--- src/rtl/bus_pkg.sv ---
// Shared bus definitions: register offsets, watchdog state encoding, default fault data.
package bus_pkg;

    localparam logic [7:0]  WD_STATUS          = 8'h00;
    localparam logic [7:0]  WD_FADDR_HI        = 8'h02;
    localparam logic [7:0]  WD_FADDR_LO        = 8'h04;
    localparam logic [7:0]  WD_CTRL            = 8'h06;

    localparam logic [15:0] WD_FAULT_DATA_DFLT = 16'hFFFF;

    typedef enum logic [1:0] {
        WD_IDLE    = 2'd0,
        WD_WAIT    = 2'd1,
        WD_TIMEOUT = 2'd2,
        WD_DONE    = 2'd3
    } wd_state_t;

endpackage

--- src/rtl/wd_regs.sv ---
// Watchdog register slave: status/fault address/control with W1C fault flag.
// Latency: ack one cycle after uds|lds first seen; read data combinational while ack is high.
// Backpressure: none; ack holds until both byte selects drop, one write commit per access.
module wd_regs
    import bus_pkg::*;
(
    input  logic        clk,
    input  logic        reset_n,
    input  logic [15:0] data_write,
    output logic [15:0] data_read,
    input  logic [7:0]  addr,
    input  logic        uds,
    input  logic        lds,
    input  logic        rw,
    output logic        ack,
    output logic        irq,
    output logic        enable,
    input  logic        fault_set,
    input  logic [31:0] fault_addr_in,
    input  logic        fault_rw_in
);

    logic        fault;
    logic        fault_rw;
    logic        irq_en;
    logic [7:0]  fault_cnt;
    logic [31:0] fault_addr;
    logic        sel;
    logic        wr_stb;
    logic [15:0] rd_dat;

    assign sel    = uds | lds;
    assign wr_stb = sel & ~ack & ~rw;

    always_ff @(posedge clk) begin
        if (!reset_n) begin
            ack        <= 1'b0;
            fault      <= 1'b0;
            fault_rw   <= 1'b0;
            fault_cnt  <= 8'd0;
            fault_addr <= 32'd0;
            enable     <= 1'b1;
            irq_en     <= 1'b0;
        end else begin
            ack <= sel;
            // A fault landing on the same edge as a W1C clear must not be lost.
            if (fault_set) begin
                fault      <= 1'b1;
                fault_rw   <= fault_rw_in;
                fault_addr <= fault_addr_in;
                if (fault_cnt != 8'hFF)
                    fault_cnt <= fault_cnt + 8'd1;
            end else if (wr_stb && (addr == WD_STATUS) && uds && data_write[15]) begin
                fault <= 1'b0;
            end
            if (wr_stb && (addr == WD_CTRL) && lds) begin
                enable <= data_write[0];
                irq_en <= data_write[1];
            end
        end
    end

    always_comb begin
        rd_dat = 16'd0;
        case (addr)
            WD_STATUS:   rd_dat = {fault, fault_rw, 6'd0, fault_cnt};
            WD_FADDR_HI: rd_dat = fault_addr[31:16];
            WD_FADDR_LO: rd_dat = fault_addr[15:0];
            WD_CTRL:     rd_dat = {14'd0, irq_en, enable};
            default:     rd_dat = 16'd0;
        endcase
    end

    assign data_read = ack ? rd_dat : 16'd0;
    assign irq       = fault & irq_en;

endmodule

--- src/rtl/bus_watchdog.sv ---
// CPU-to-device_mux pass-through that forces a FAULT_DATA ack on a slave that never answers.
// Latency: healthy cycles 0 added cycles; a hung cycle is acked TIMEOUT_CYCLES clocks after AS is sampled.
// Backpressure: none of its own; AS to the mux is withdrawn while the forced ack is held.
module bus_watchdog
    import bus_pkg::*;
#(
    parameter int          TIMEOUT_CYCLES = 255,
    parameter int          CNT_W          = 8,
    parameter logic [15:0] FAULT_DATA     = WD_FAULT_DATA_DFLT
) (
    input  logic        clk,
    input  logic        reset_n,
    input  logic        cpu_as,
    input  logic [31:0] cpu_addr,
    input  logic        cpu_rw,
    output logic        cpu_ack,
    output logic [15:0] cpu_read,
    output logic        mux_as,
    input  logic        mux_ack,
    input  logic [15:0] mux_read,
    input  logic [15:0] data_write,
    output logic [15:0] data_read,
    input  logic [7:0]  addr,
    input  logic        uds,
    input  logic        lds,
    input  logic        rw,
    output logic        ack,
    output logic        irq
);

    localparam logic [CNT_W-1:0] CNT_LAST = CNT_W'(TIMEOUT_CYCLES - 1);

    wd_state_t        state;
    wd_state_t        state_nxt;
    logic [CNT_W-1:0] count;
    logic             forced_ack;
    logic             enable;
    logic             fault_set;

    always_ff @(posedge clk) begin
        if (!reset_n)
            state <= WD_IDLE;
        else
            state <= state_nxt;
    end

    always_comb begin
        state_nxt = state;
        if (!enable) begin
            state_nxt = WD_IDLE;
        end else begin
            case (state)
                WD_IDLE:    if (cpu_as) state_nxt = WD_WAIT;
                // Slave ack beats the timeout even on the final count.
                WD_WAIT:    if (mux_ack)               state_nxt = WD_DONE;
                            else if (!cpu_as)          state_nxt = WD_IDLE;
                            else if (count == CNT_LAST) state_nxt = WD_TIMEOUT;
                WD_TIMEOUT: if (!cpu_as) state_nxt = WD_IDLE;
                WD_DONE:    if (!cpu_as) state_nxt = WD_IDLE;
                default:    state_nxt = WD_IDLE;
            endcase
        end
    end

    always_ff @(posedge clk) begin
        if (!reset_n) begin
            count      <= '0;
            forced_ack <= 1'b0;
        end else begin
            count      <= ((state == WD_WAIT) && (state_nxt == WD_WAIT)) ? count + 1'b1 : '0;
            forced_ack <= (state_nxt == WD_TIMEOUT);
        end
    end

    assign fault_set = (state == WD_WAIT) && (state_nxt == WD_TIMEOUT);

    always_comb begin
        mux_as   = cpu_as & (state != WD_TIMEOUT);
        cpu_ack  = mux_ack | forced_ack;
        cpu_read = forced_ack ? FAULT_DATA : mux_read;
    end

    wd_regs u_regs (
        .clk           (clk),
        .reset_n       (reset_n),
        .data_write    (data_write),
        .data_read     (data_read),
        .addr          (addr),
        .uds           (uds),
        .lds           (lds),
        .rw            (rw),
        .ack           (ack),
        .irq           (irq),
        .enable        (enable),
        .fault_set     (fault_set),
        .fault_addr_in (cpu_addr),
        .fault_rw_in   (cpu_rw)
    );

endmodule
--- config.mk ---
export PLATFORM = sky130hd
export DESIGN_NAME = bus_watchdog
export DESIGN_NICKNAME = d
export VERILOG_FILES = /design/src/rtl/bus_pkg.sv /design/src/rtl/wd_regs.sv /design/src/rtl/bus_watchdog.sv
export SDC_FILE = /design/constraint.sdc
export NUM_CORES = 1
export LEC_CHECK = 0
export BUFFER_PORTS_ARGS = -buffer_cell sky130_fd_sc_hd__buf_2
export CAP_MARGIN = 20
export CORE_MARGIN = 3
export CORE_UTILIZATION = 35
export CTS_CLUSTER_DIAMETER = 100
export CTS_CLUSTER_SIZE = 10
export DETAILED_ROUTE_END_ITERATION = 8
export SLEW_MARGIN = 20
export SYNTH_ARGS = -nofsm -noshare
export SYNTH_HDL_FRONTEND = slang
export SYNTH_HIERARCHICAL = 1
export SYNTH_SLANG_ARGS = --single-unit
--- constraint.sdc ---
create_clock -name clk -period 2.3 [get_ports clk]
set_input_delay 0.46 -clock clk [delete_from_list [all_inputs] [get_ports clk]]
set_output_delay 0.46 -clock clk [all_outputs]
set_load 0.03 [all_outputs]
---- Yosys cells after proc, flatten, opt, wreduce, memory -nomap -nowiden ----
Index checks and enable logic that the tools add are counted.
cells by class
  equal/unequal tests ..................... 11
  muxes and demuxes ....................... 12
  add/subtract/negate cells ............... 2
  bitwise operators ....................... 8
  reduce and logical (&&, ||, !) cells .... 13
operator list
  operator                                              count
  one-hot mux 16 bit (4 select lines)                   1
  2-to-1 mux 16 bit                                     2
  adder 8 x 1 -> 8 bit (second input constant)          2
  equality test 8 x 3 -> 1 bit (second input constant)  2
  2-to-1 mux 2 bit                                      6
  equality test 8 x 2 -> 1 bit (second input constant)  1
  equality test 8 bit (second input constant)           1
  zero test 8 bit                                       1
  != test 8 bit (second input constant)                 1
  logical AND 1 bit                                     7
  equality test 2 bit (second input constant)           3
  one-hot mux 2 bit (3 select lines)                    1
  bitwise AND 1 bit                                     4
  equality test 2 x 1 -> 1 bit (second input constant)  2
  AND reduction 2 bit                                   2
  zero test 2 bit                                       1
  2-to-1 mux 1 bit                                      2
  != test 2 bit (second input constant)                 1
  NOT 1 bit                                             2
  bitwise OR 1 bit                                      2
  nonzero test 2 bit                                    1
  OR reduction 2 bit                                    1
storage, ports and cells
  output and inout port bits .............. 36
  bits of input ports ..................... 80
  register bits ........................... 56

---- Logic depth before layout (Yosys ltp) ----
  depth in word-level cells ............... 9
  depth in mapped cells ................... 8

---- Hierarchy ----
Netlist, hierarchy kept.
by module, submodules not included
  module        area an instance (µm²)  cells each  seq. area each (µm²)  instances
  wd_regs       2108.3                  225         900.9                 1
  bus_watchdog  641.9                   78          220.2                 1

---- Worst setup path before layout ----
No wires, ideal clock.
  path type ............................... input-to-output
  start point ............................. input addr[0]
  end point ............................... output data_read[10]
  path buffers ............................ 2
  required time ........................... 1840 ps
  slack ................................... -352 ps
  cell stages on the path ................. 5
  data arrival time ....................... 2192 ps
  cell sequence ........................... or4_4 -> or4b_4 -> buf_6 -> buf_8 -> nor2_1
between the ends
  longest elaborated chain between the ends .. 3
  elaborated cells on any way between the ends .. 6
  those cells by class .................... eq/ne: 3; mux: 2; reduce/logical: 1
RTL lines
  what                                                  line                text
  from (decl)                                           bus_watchdog.sv:23  input logic [7:0] addr,
  equality test 8 x 3 -> 1 bit (tied with other cells)  wd_regs.sv:65       case (addr)
  one-hot mux 16 bit (4 select lines) *                 wd_regs.sv:65
  2-to-1 mux 16 bit *                                   wd_regs.sv:74       assign data_read = ack ? rd_dat : 16'd0;
  to (decl)                                             bus_watchdog.sv:22  output logic [15:0] data_read,
Every way passes the cells marked *; elsewhere a longest branch is shown, timed or not.

---- Final worst setup path ----
  start point ............................. input addr[0]
  end point ............................... output data_read[4]
The elaborated chain is that of the path after synthesis.

==> results.json <==
{
  "nNetsFinal": 493,
  "worstPathArrival_ns": 2.05,
  "area.growth.synth_to_final_pct": 37.2,
  "hold_viol_final": 0,
  "required_ns": 1.84,
  "remaining_drc_errors": 0,
  "grt_util_all_layers_pct": 15.4,
  "area_share_of_the_leading_cell_type_in_the_synthesized_netlist_pct": 40.8,
  "clock_tree.buffer_depth": 2,
  "fin_crit_sh_pct": 109,
  "clk_latency_ns": 0.31,
  "power.total_mw": 1.89,
  "root_buffer": "clkbuf_8",
  "path_clk_slew_ns": 0.10,
  "dieHeight_um": 94.6,
  "post_route_cells_drive_above_1_share_pct": 40.6,
  "status": "complete, but fails checks",
  "firstDrtPassIters": 4,
  "yosys.cell_types.count": 46,
  "floorplan.initialDensity_pct": 36.9,
  "htree_levels": 2,
  "cells_along_the_critical_path": "buf_6, or4_4, or4b_4, buf_12, nor2_2, buf_6",
  "ys_dominant_reg_cell": "dfxtp_1",
  "finalSetupTns_ns": -2.86,
  "top_post_synthesis_cells_by_area": "dfxtp_1, mux2i_1, nor2_1, or2_2, a2bb2oi_1",
  "timing.hold.worst.class": "input port to flop",
  "post_cts_buffers": 0,
  "worst_path_most_repeated_cell": "buf_6",
  "vias": 2517,
  "critPathCaptureType": "output pin",
  "grt_setup_unrepaired": "true",
  "cell_area_after_synthesis_mm2": 0.00275,
  "ir_drop_mv": 0.310,
  "yosys_warnings": 6,
  "synth-seq-cells": 56,
  "instances_no_fill": 510,
  "first_global_vias": 2476,
  "ant_nets": 0,
  "routedLengthMet1_um": 3100,
  "timing.setup.critical_path_class": "input port to output pin",
  "floorplan.rows": 31,
  "core_area_mm2": 0.00745,
  "routed-wl-met2_um": 3120,
  "syn-mean-instance-area_um2": 9.08,
  "cts_tree": "yes",
  "die_area_mm2": 0.00896,
  "timing.slew.headroom_pct": 65.1,
  "dp_hpwl_um": 5070,
  "cp_top_family": "simple AND/OR/NAND/NOR gates",
  "die_width_um": 94.6,
  "highest-signal-layer": "met4",
  "grt_max_degree": 23,
  "wl_per_cell_um": 13.3,
  "reported_max_cap_violation_count": 0,
  "critical-path-max-stage-delay_ns": 0.52,
  "synth-edff-count": 0,
  "wire_length_of_the_first_global_routing_pass_um": 11100,
  "max_freq_ghz": 0.399,
  "worst_clock_skew_ns": 0.00559,
  "drt_wl_total_um": 6800,
  "gp_congestion": 0.773,
  "worst_slew_pin_slew_ns": 0.523,
  "dpl.cell_count": 502,
  "yosysSeqAreaShare_pct": 40.8,
  "cts_buffers": 5,
  "synthDominantAreaCellType": "dfxtp_1",
  "synth-async-reset-ratio_pct": 0,
  "final-max-slew-violation-count": 0,
  "antenna_found_initial": 0,
  "port_buffers": 102,
  "startpoint_type": "input port",
  "syn-instance-count": 303,
  "antenna_cells": 0,
  "timing.critical_path.fanout_max": 16,
  "setup_violations": 16,
  "detailedRoute.firstIterationViolations": 118,
  "fin_worst_hold_slack_ns": 0.364,
  "vias_per_cell": 4.94,
  "postSynthNetCount": 386,
  "final_period_minus_worst_setup_slack_ns": 2.51,
  "static-leakage-power_nw": 1.49,
  "route.met3.wl_um": 506,
  "pwr_density_cell_mw_per_mm2": 502,
  "globalRouteOverflowTotal": 0,
  "floorplan.io_pins": 116,
  "synth.top_cells.by_count": "dfxtp_1, nor2_1, mux2i_1",
  "violations": "negative setup slack",
  "cp_num_buf_inv": 3,
  "timing.critical_path.slowest_stage_cell": "or4_4",
  "cts_sinks": 56,
  "final.setup.worst_slack_ns": -0.206
}
==> worst min-delay path: stages <==
cell,delay [ns]
buf_2,0.08
nor2_1,0.03
nor2_1,0.06
==> timing repair <==
item,CTS,global route
endpoints found under the setup margin,16,28
resized for setup,33,4
hold buffers,0,0
==> through the flow <==
step	cell area, um^2	worst slack [ns]	utilization [%]
3_3_place_gp	3520	-0.243	47.3
4_1_cts	3760	-0.208	50.5
5_1_grt	3770	-0.244	50.7
6_report	3770	-0.206	50.7
2_1_floorplan	2850	-0.121	-
3_5_place_dp	3520	-0.255	47.3
==> area by class of cell <==
cell class	instances	area, um^2
Fill cell	713	3670
Clock inverter	1	30.0
Clock buffer	7	96.3
Multi-Input combinational cell	221	1620
Sequential cell	56	1120
Timing Repair Buffer	118	753
Tap cell	99	124
Inverter	8	30.0
==> cell usage in the layout (no fill, tap or decap), drive strengths merged, types with 4 or more instances in the layout <==
cell / count
nor2: 56
buf: 118
o21ai: 6
mux2i: 48
a21oi: 7
a22oi: 6
dfxtp: 56
nand2: 13
inv: 8
nand3: 10
or3: 4
nor2b: 4
and3: 4
clkbuf: 7
a2bb2oi: 8
or2: 17
==> worst paths after layout <==
path	from	to	slack, ns	depth (start not counted)
worst max register to register	count[0]	u_regs/fault_cnt[6]	0.14	8
worst min register to register	u_regs/irq_en	u_regs/irq_en	0.50	2
worst max-delay path	addr[0]	data_read[4]	-0.21	6
worst min-delay path	uds	u_regs/ack	0.36	3
==> kinds of logic after synthesis <==
family / count (synthesis) / synth area share, %
AOI/OAI and AO/OA: 38 / 9.87
and+or+nand+nor: 127 / 23.6
buffers and inverters: 26 / 4.32
DFF: 56 / 40.8
xor gates and xnor gates: 3 / 0.956
adders and majority gates: 3 / 1.37
muxes: 50 / 19.1
==> per-layer routing <==
metal | vias to the layer above | track usage [%]
li1 | 1269 | -
met1 | 1159 | 19.6
met2 | 84 | 25.7
met3 | 5 | 4.14
met4 | 0 | 4.45
met5 | - | 0
==> where the power goes <==
group / total (mW) / internal, mW / switching (mW)
Clock: 0.700 / 0.385 / 0.315
Combinational: 0.213 / 0.0963 / 0.116
Sequential: 0.980 / 0.974 / 0.00590
==> sequential cells by signal, indices dropped and copies added (netlist names) <==
signal and flops:
count 8, u_regs/fault_addr 32, forced_ack 1, u_regs/enable 1, u_regs/irq_en 1, state 2, u_regs/fault_rw 1, u_regs/fault_cnt 8
u_regs/ack 1, u_regs/fault 1
No activity file was read; power rests on OpenSTA's default activity.
